File: src/rtl/usr_irq_slave.sv
`default_nettype none
// +----------------------------------------------------------------------------+
// | usr_irq_slave                                                              |
// | Avalon-MM slave turning user IRQ writes into a latched, maskable irq line. |
// | Optional: USR_IRQ_SLAVE_EVT_CNT_EN builds the EVT_CNT event counter.       |
// | Revision: 1.0                                                              |
// +----------------------------------------------------------------------------+
module usr_irq_slave #(
  parameter int N_SRC = 4
) (
  input  logic        clk,
  input  logic        rst_n,
  input  logic        irq_avalon_slave_chipselect,
  input  logic [3:0]  irq_avalon_slave_address,
  input  logic        irq_avalon_slave_read,
  input  logic        irq_avalon_slave_write,
  input  logic [31:0] irq_avalon_slave_writedata,
  output logic        irq_avalon_slave_waitrequest,
  output logic [31:0] irq_avalon_slave_readdata,
  output logic        irq
);

  localparam logic [3:0] c_ADDR_LEVEL   = 4'h0;
  localparam logic [3:0] c_ADDR_PENDING = 4'h1;
  localparam logic [3:0] c_ADDR_MASK    = 4'h2;
  localparam logic [3:0] c_ADDR_EVT_CNT = 4'h3;

  logic [N_SRC-1:0] r_level;
  logic [N_SRC-1:0] r_pending;
  logic [N_SRC-1:0] r_mask;
  logic             r_irq;
  logic             r_rd_ack;
  logic [31:0]      r_readdata;

  logic             w_wr;
  logic             w_rd;
  logic             w_rd_t0;
  logic             w_wr_level;
  logic             w_wr_pending;
  logic             w_wr_mask;
  logic [N_SRC-1:0] w_wdata;
  logic [N_SRC-1:0] w_level_next;
  logic [N_SRC-1:0] w_set;
  logic [N_SRC-1:0] w_w1c;
  logic [N_SRC-1:0] w_pending_next;
  logic [31:0]      w_evt_cnt_rd;
  logic [31:0]      w_rd_mux;
  logic             w_unused;

  // A simultaneous read and write is treated as a write only.
  assign w_wr    = irq_avalon_slave_chipselect & irq_avalon_slave_write;
  assign w_rd    = irq_avalon_slave_chipselect & irq_avalon_slave_read & ~irq_avalon_slave_write;
  assign w_rd_t0 = w_rd & ~r_rd_ack;

  assign w_wdata      = irq_avalon_slave_writedata[N_SRC-1:0];
  assign w_wr_level   = w_wr & (irq_avalon_slave_address == c_ADDR_LEVEL);
  assign w_wr_pending = w_wr & (irq_avalon_slave_address == c_ADDR_PENDING);
  assign w_wr_mask    = w_wr & (irq_avalon_slave_address == c_ADDR_MASK);
  assign w_unused     = ^irq_avalon_slave_writedata;

  assign w_level_next   = w_wr_level ? w_wdata : r_level;
  assign w_set          = ~r_level & w_level_next;
  assign w_w1c          = w_wr_pending ? w_wdata : '0;
  // Set has priority over a same-cycle W1C of the same bit.
  assign w_pending_next = (r_pending & ~w_w1c) | w_set;

  always_ff @(posedge clk) begin
    if (!rst_n) begin
      r_level   <= '0;
      r_pending <= '0;
      r_mask    <= '0;
      r_irq     <= 1'b0;
    end else begin
      r_level   <= w_level_next;
      r_pending <= w_pending_next;
      if (w_wr_mask) begin
        r_mask <= w_wdata;
      end
      r_irq     <= |(r_pending & r_mask);
    end
  end

`ifdef USR_IRQ_SLAVE_EVT_CNT_EN
  logic [15:0] r_evt_cnt;
  logic [5:0]  w_set_cnt;
  logic [16:0] w_cnt_sum;
  logic        w_wr_evt_cnt;

  assign w_wr_evt_cnt = w_wr & (irq_avalon_slave_address == c_ADDR_EVT_CNT);

  always_comb begin
    w_set_cnt = '0;
    for (int i = 0; i < N_SRC; i++) begin
      w_set_cnt = w_set_cnt + 6'(w_set[i]);
    end
  end

  // Clearing and counting in the same cycle leaves just the new events.
  assign w_cnt_sum = (w_wr_evt_cnt ? 17'd0 : {1'b0, r_evt_cnt}) + 17'(w_set_cnt);

  always_ff @(posedge clk) begin
    if (!rst_n) begin
      r_evt_cnt <= '0;
    end else begin
      r_evt_cnt <= w_cnt_sum[16] ? 16'hFFFF : w_cnt_sum[15:0];
    end
  end

  assign w_evt_cnt_rd = {16'd0, r_evt_cnt};
`else
  assign w_evt_cnt_rd = '0;
`endif

  always_comb begin
    w_rd_mux = '0;
    case (irq_avalon_slave_address)
      c_ADDR_LEVEL:   w_rd_mux[N_SRC-1:0] = r_level;
      c_ADDR_PENDING: w_rd_mux[N_SRC-1:0] = r_pending;
      c_ADDR_MASK:    w_rd_mux[N_SRC-1:0] = r_mask;
      c_ADDR_EVT_CNT: w_rd_mux            = w_evt_cnt_rd;
      default:        w_rd_mux            = '0;
    endcase
  end

  // Data is captured at the end of the wait cycle; the ack opens the completion cycle.
  always_ff @(posedge clk) begin
    if (!rst_n) begin
      r_rd_ack   <= 1'b0;
      r_readdata <= '0;
    end else begin
      r_rd_ack <= w_rd_t0;
      if (w_rd_t0) begin
        r_readdata <= w_rd_mux;
      end
    end
  end

  assign irq_avalon_slave_waitrequest = w_rd_t0;
  assign irq_avalon_slave_readdata    = r_readdata;
  assign irq                          = r_irq;

endmodule
`default_nettype wire

File: config.mk
export PLATFORM = sky130hd
export DESIGN_NAME = usr_irq_slave
export DESIGN_NICKNAME = d
export VERILOG_FILES = /design/src/rtl/usr_irq_slave.sv
export SDC_FILE = /design/constraint.sdc
export NUM_CORES = 1
export LEC_CHECK = 0
export BUFFER_PORTS_ARGS = -buffer_cell sky130_fd_sc_hd__buf_2
export CAP_MARGIN = 0
export CORE_MARGIN = 2
export CORE_UTILIZATION = 41
export DETAILED_ROUTE_END_ITERATION = 8
export HOLD_SLACK_MARGIN = 0.1
export PLACE_DENSITY = 0.87
export SKIP_LAST_GASP = 1
export SLEW_MARGIN = 20
export SYNTH_ARGS = -nofsm -noshare
export SYNTH_HDL_FRONTEND = slang
export SYNTH_SLANG_ARGS = --single-unit
File: constraint.sdc
create_clock -name clk -period 1.1 [get_ports clk]
set_input_delay 0.11 -clock clk [delete_from_list [all_inputs] [get_ports clk]]
set_output_delay 0.11 -clock clk [all_outputs]
set_load 0.005 [all_outputs]
[Word level (Yosys, flattened, before mapping)]
Index checks and enable logic that the tools add are counted.
Word-level totals
  logic and storage cells: 28
  output and inout bits: 34
  flip-flop bits (word level): 18
  input bits: 41
Operators by class
  reductions and logical operators: 2
  mux-type cells: 3
  equal/unequal tests: 2
  bitwise gates (word level): 15
Operator list (number)
  $and 4x4->4: 3
  $pmux 4 s3: 1
  $mux 4: 2
  $not 4->4: 2
  $and 1x1->1: 7
  $eq 4x1->1 const B: 1
  $eq 4x2->1 const B: 1
  $logic_not 4->1: 1
  $or 4x4->4: 1
  $reduce_or 4->1: 1
  $not 1->1: 2

[Logic depth before layout (Yosys ltp)]
Gate-level depths: netlist of run 1.
  depth in word-level cells: 6
  depth in mapped cells: 4
  depth with buffers taken out: 4

[Least setup slack after synthesis of run 1]
No wires, ideal clock.
  path type: register to register
  start point: reg r_rd_ack
  end point: reg r_readdata[0], in the netlist irq_avalon_slave_readdata[0]
  required time: 1.026 ns
  arrival time: 0.920 ns
  path buffers: 0
  slack: 0.106 ns
  stages on the path, launching flop included: 5
  library setup time: 0.074 ns
  clock period less this slack: 0.994 ns
  cells stage by stage: dfxtp_1 nand4bb_1 inv_1 nand3_1 o21ai_0
Between the ends
  cells in the longest elaborated chain, start to end: 2
RTL lines
  from (decl): line 32  | logic r_rd_ack;
  from (signal assigned): line 131  | r_rd_ack <= w_rd_t0;
  $not 1->1: line 53  | assign w_rd_t0 = w_rd & ~r_rd_ack;
  $and 1x1->1: line 53
  net irq_avalon_slave_waitrequest: line 18  | output logic irq_avalon_slave_waitrequest,
  to (signal assigned): line 133  | r_readdata <= w_rd_mux;
  to (decl): line 33  | logic [31:0] r_readdata;
The timed path passes the listed nets, and every way through them passes these cells.
A chain may end at the register's enable or synchronous reset.

[Worst setup path after layout of run 1]
  start point: reg r_rd_ack
  end point: out irq_avalon_slave_waitrequest
Between the ends
  cells in the longest elaborated chain, start to end: 2
RTL lines (line)
  $not 1->1: 53
  $and 1x1->1: 53
  to (decl): 18
No other way between the ends.

==> results of run 1 <==
-- final timing paths --
| check | slack, ns | from | endpoint |
|---|---|---|---|
| worst min-delay path | 0.16 | rst_n | r_pending[2]$_SDFF_PN0_ |
| worst max register to register | 0.04 | r_rd_ack$_SDFF_PN0_ | irq_avalon_slave_readdata[3]$_SDFFE_PN0P_ |
| worst max-delay path | -0.007 | r_rd_ack$_SDFF_PN0_ | irq_avalon_slave_waitrequest |
| worst min register to register | 0.46 | irq_avalon_slave_readdata[1]$_SDFFE_PN0P_ | irq_avalon_slave_readdata[1]$_SDFFE_PN0P_ |
-- routing by layer --
| layer | track usage [%] | wire length (um) | up-vias |
|---|---|---|---|
| met3 | 3.26 | 187 | 4 |
| met2 | 25.9 | 1150 | 42 |
| met1 | 17.2 | 924 | 430 |
| li1 | - | - | 449 |
| met5 | 0 | 0 | - |
| met4 | 8.01 | 41 | 0 |
-- timing repair --
item,4_1_cts,5_1_grt
hold endpoints to repair,8,0
hold buffers,4,0
resized for setup,0,6
pin swaps,1,1
setup endpoints to repair,1,3
-- power groups by stage --
stage,Sequential [W],Combinational (W),Clock (W)
final,0.000658,0.000175,0.000328
after global placement,0.000673,0.000149,0
after CTS,0.000658,0.000163,0.000336
after floorplan,0.000672,0.000163,0
after detailed placement,0.000673,0.000151,0
after global routing,0.000659,0.000190,0.000355
-- cells by family after synthesis --
kind of cell / synth area share, %
compound gates: 16.8
buf+inv: 22.8
flops: 32.9
mux: 4.00
other cells: 0.342
simple gates: 23.2
-- final cells by class --
class                   count  area [um^2]  area share (%)
inverters                   2         7.51           0.615
well taps                  30         37.5            3.07
flip-flops and latches     18          362            29.6
multi-input cells         101          603            49.4
repair buffers             29          189            15.5
clock buffers               3         22.5            1.84
-- worst max-delay path, cell delays in order, from the launching register on --
cell and delay (ns):
dfxtp_2 0.32, nand4bb_4 0.22, inv_2 0.08, buf_6 0.09
-- placed cells by master, fill, tap and decap left out, types with 2 or more instances in the layout --
cell / count
o21ai_1: 2
dfxtp_1: 17
buf_2: 17
a21oi_1: 9
clkbuf_4: 3
and3_2: 3
dlygate4sd3_1: 4
conb_1: 28
o21ai_0: 10
o22ai_1: 4
a22oi_1: 5
nand3b_1: 4
nand2_1: 5
nand3_1: 13
mux2_2: 3
nor2_1: 2
and2b_1: 2
buf_4: 7
-- flip-flops by register name, summed over array words and instances, names as in the netlist --
| name | flops |
|---|---|
| r_level | 4 |
| irq_avalon_slave_readdata | 4 |
| irq | 1 |
| r_rd_ack | 1 |
| r_pending | 4 |
| r_mask | 4 |
-- through the flow --
step / cells / instance area, um^2 / power (W)
6_report: 183 / 1220 / 0.00116
5_1_grt: 183 / 1220 / 0.00120
2_1_floorplan: 153 / 1200 / 0.000835
4_1_cts: 183 / 1200 / 0.00116
3_5_place_dp: 176 / 1130 / 0.000824
3_3_place_gp: 176 / 1130 / 0.000821
==> run metrics, run 1 <==
Mapped Cells 126; MaxCap Viol Count 0; VDD IR-drop max 0.549 mV; DR DRC count 0; CP Max Fanout 2; fill count around 260; share of power burned in the clock network about 28%; Worst EP required slightly below 1 ns; RSZ-0062 raised after global routing yes; top-level I/O count 75; mean post-synth cell area a little under 9 um^2; postcts setup bufs 0; worst hold stages 3; DR iter-0 viols 34; Switching Share 26.4%; Crit Path Category flip-flop to output pin; sequential area share after synthesis around a third; Worst-Skew Late Latency 0.29 ns; H-tree depth 1; vias per cell 5.05; fraction of layout cells with a size suffix above 1 between 20% and 30%; TritonCTS clock tree yes; Synth async-reset ratio 0%; FP Rows 18; GRT Overall Usage 15.0%; Final Hold Fails 0; Post-DRT Antenna Nets 0; Min Clock Period, post-route approximately 1.1 ns; worst slack at placement -0.0103 ns; HPWL after DPL 1700 um; drt total wl between 2000 and 2500 um; most common cell in the netlist buf_4; Fmax achieved 903 MHz; WP data arrival 1.00 ns; DIE AREA slightly above 3000 um^2; die extent in x ~56 um; Mapped Area 1100 um^2; largest net degree at the start of global routing 14; worst min path class input port to flip-flop; initial antenna violation count 0; post-synth top area cell dfxtp_1; Primary FF master, synth dfxtp_1; synth top area cells dfxtp_1 33%, buf_4 20%, nand3_1 5.9%; Min Hold Slack 0.157 ns; Commonest cells post-synth 29 x buf_4, 18 x dfxtp_1, 13 x nand3_1; number of global-route vias before repair slightly above 800; clock sink count 18; TritonRoute pass-1 iters 4; FF+latch count, synth 18; combinational fraction of design power between 10% and 20%; final net count slightly below 200; Net Sw Power 0.000306 W; post-layout util roughly half; critical path launch point type flip-flop; remaining global-route overflow 0; Crit. End Element output pin; Yosys cell types 29; Inserted Clock Buffers 3; Final GP Congestion 0.860; Final Slew Violations 0; PortBufs 18; share of the synthesized area in the top cell type 32.9%; Area growth syn-to-layout 11.4%; clock root cell clkbuf_4; WL per Instance 12.6 um; EDFF count, synth 0; detailed-route via count around 900; pwr dens between 900 and 1000 nW/um^2; Chip Height 55.7 um; r2r worst-path depth 4; core footprint between 2000 and 2500 um^2; P_leak 0.523 nW; Final Cycle Share 101%; final setup fails 1; outcome finished with violations; Reg clk slew, reported paths around 0.1 ns; Fin Clk Skew between 0.0015 and 0.002 ns; first-pass GRT wire length around 3700 um; Initial Util 43.8%; Seq pwr share 56.7%; Clock Path Buffers 2; final worst setup slack -0.00719 ns; Inserted Diodes 0; P_int ~0.00086 W; Synth Warn # 0; setup TNS -0.00719 ns; violated checks negative setup slack
(Power assumes the default switching activity.)
==> inputs of run 2 (changes only) <==
--- a/config.mk
+++ b/config.mk
@@ -12,6 +12,7 @@
 export DETAILED_ROUTE_END_ITERATION = 8
 export HOLD_SLACK_MARGIN = 0.1
 export PLACE_DENSITY = 0.87
+export RECOVER_POWER = 25
 export SKIP_LAST_GASP = 1
 export SLEW_MARGIN = 20
 export SYNTH_ARGS = -nofsm -noshare
==> run metrics, run 2 (synthesis gave the netlist of run 1 again) <==
number of global-route vias before repair 826 (unchanged); initial antenna violation count 0 (unchanged); Min Hold Slack 0.158 ns (was 0.157 ns); PortBufs 18 (unchanged); Post-DRT Antenna Nets 0 (unchanged); Clock Path Buffers 2 (unchanged); GRT Overall Usage 15.0% (unchanged); r2r setup slk 0.04 ns (about the same); worst slack at placement -0.0103 ns (unchanged); Min Clock Period, post-route 1.11 ns (about the same); Worst R2R End irq_avalon_slave_readdata[3]$_SDFFE_PN0P_ (unchanged); r2r worst-path depth 4 (unchanged); worst hold stages 3 (unchanged); Crit. End Element output pin (unchanged); H-tree depth 1 (unchanged); remaining global-route overflow 0 (unchanged); fraction of layout cells with a size suffix above 1 24.8% (was 26.1%); commonest non-fill, non-tap cell in the layout conb_1 (unchanged); Min-Delay Endpoint r_pending[2]$_SDFF_PN0_ (unchanged); Initial Util 43.8% (unchanged); outcome finished with violations (unchanged); WL per Instance 12.6 um (about the same); Worst-Skew Late Latency 0.29 ns (about the same); worst min path class input port to flip-flop (unchanged); Worst EP required 0.99 ns (about the same); P_leak 0.511 nW (was 0.523 nW); CP Max Fanout 2 (unchanged); FP Rows 18 (unchanged); TritonCTS clock tree yes (unchanged); final worst setup slack -0.00603 ns (was -0.00719 ns); final net count 196 (unchanged); RSZ-0062 raised after global routing yes (unchanged); DR DRC count 0 (unchanged); DIE AREA 3100 um^2 (unchanged); worst r2r src r_rd_ack$_SDFF_PN0_ (unchanged); critical path launch point type flip-flop (unchanged); top-level I/O count 75 (unchanged); most frequent cells in the layout 28 x conb_1, 17 x dfxtp_1, 16 x buf_2, 13 x nand3_1, 10 x o21ai_0 (was 28 x conb_1, 17 x buf_2, 17 x dfxtp_1, 13 x nand3_1, 10 x o21ai_0); DR iter-0 viols 25 (was 34); clock sink count 18 (unchanged); Fmax achieved 904 MHz (was 903 MHz); Inserted Clock Buffers 3 (unchanged); VDD IR-drop max 0.549 mV (about the same); placed inst area 1130 um^2 (unchanged); Fin Clk Skew 0.00138 ns (was 0.00170 ns); HPWL after DPL 1700 um (unchanged); WP data arrival 1.00 ns (about the same); Reg clk slew, reported paths 0.10 ns (about the same); violated checks negative setup slack (unchanged); Crit Path Category flip-flop to output pin (unchanged); TritonRoute pass-1 iters 4 (unchanged); Final GP Congestion 0.860 (unchanged); start point of the worst hold path rst_n (unchanged); setup TNS -0.00603 ns (was -0.00719 ns); Area growth syn-to-layout 9.70% (was 11.4%); vias per cell 5.01 (was 5.05); final setup fails 1 (unchanged); detailed-route via count 916 (was 925); clock root cell clkbuf_4 (unchanged); Finished Cell Area 1200 um^2 (was 1220 um^2); drt total wl 2310 um (about the same); MaxCap Viol Count 0 (unchanged); largest net degree at the start of global routing 14 (unchanged); core footprint 2500 um^2 (unchanged); die extent in x 55.7 um (unchanged); pwr dens 960 nW/um^2 (was 951 nW/um^2); Final Cycle Share 101% (about the same); Final Slew Violations 0 (unchanged); Chip Height 55.7 um (unchanged); first-pass GRT wire length 3720 um (unchanged); Final Hold Fails 0 (unchanged); Inserted Diodes 0 (unchanged)
run 2: timing repair:
action | CTS | global route
hold buffers | 4 | 0
setup buffers | 0 | 0
setup endpoints to repair | 1 | 3
endpoints found under the hold margin | 8 | 0
pin swaps | 1 | 1
resized for setup | 0 | 6
run 2: how the worst max path moves through the flow:
stage / start / endpoint / slack (ns)
after floorplan: r_rd_ack$_SDFF_PN0_ / irq_avalon_slave_readdata[0]$_SDFFE_PN0P_ / 0.11
after CTS: r_rd_ack$_SDFF_PN0_ / irq_avalon_slave_waitrequest / -0.01
after detailed placement: irq_avalon_slave_address[3] / r_pending[3]$_SDFF_PN0_ / -0.01
after global placement: irq_avalon_slave_address[3] / r_pending[1]$_SDFF_PN0_ / 0.004
after global routing: r_rd_ack$_SDFF_PN0_ / irq_avalon_slave_readdata[3]$_SDFFE_PN0P_ / -0.04
final: r_rd_ack$_SDFF_PN0_ / irq_avalon_slave_waitrequest / -0.006
run 2: per-stage QoR:
step	std cells	total power [W]	util [%]
after floorplan	153	0.000835	-
final	183	0.00115	48.1
after detailed placement	176	0.000824	45.4
after global placement	176	0.000821	45.4
after global routing	183	0.00120	48.1
after CTS	183	0.00116	47.9
run 2: per-layer routing:
| metal | wire (um) | GRT usage, % |
|---|---|---|
| met1 | 948 | 17.2 |
| met5 | 0 | 0 |
| met2 | 1150 | 25.9 |
| met3 | 173 | 3.26 |
| met4 | 41 | 8.01 |
run 2: critical path, cell delays in order, from the launching register on:
cell and delay [ns]:
dfxtp_2 0.32, nand4bb_4 0.22, inv_2 0.07, buf_6 0.09
run 2: cell type report:
cell class                 count  area, um^2
fill                         260        1300
multi-input combinational    101         588
sequential                    18         362
timing repair buffer          29         185
tap                           30        37.5
clock buffer                   3        22.5
inverter                       2        7.51
run 2: power by group:
group	leakage, nW	internal, W	switching (W)	total (W)
Sequential	0.146	0.000656	0.00000271	0.000658
Combinational	0.351	0.0000675	0.000100	0.000168
Clock	0.0138	0.000128	0.000201	0.000328
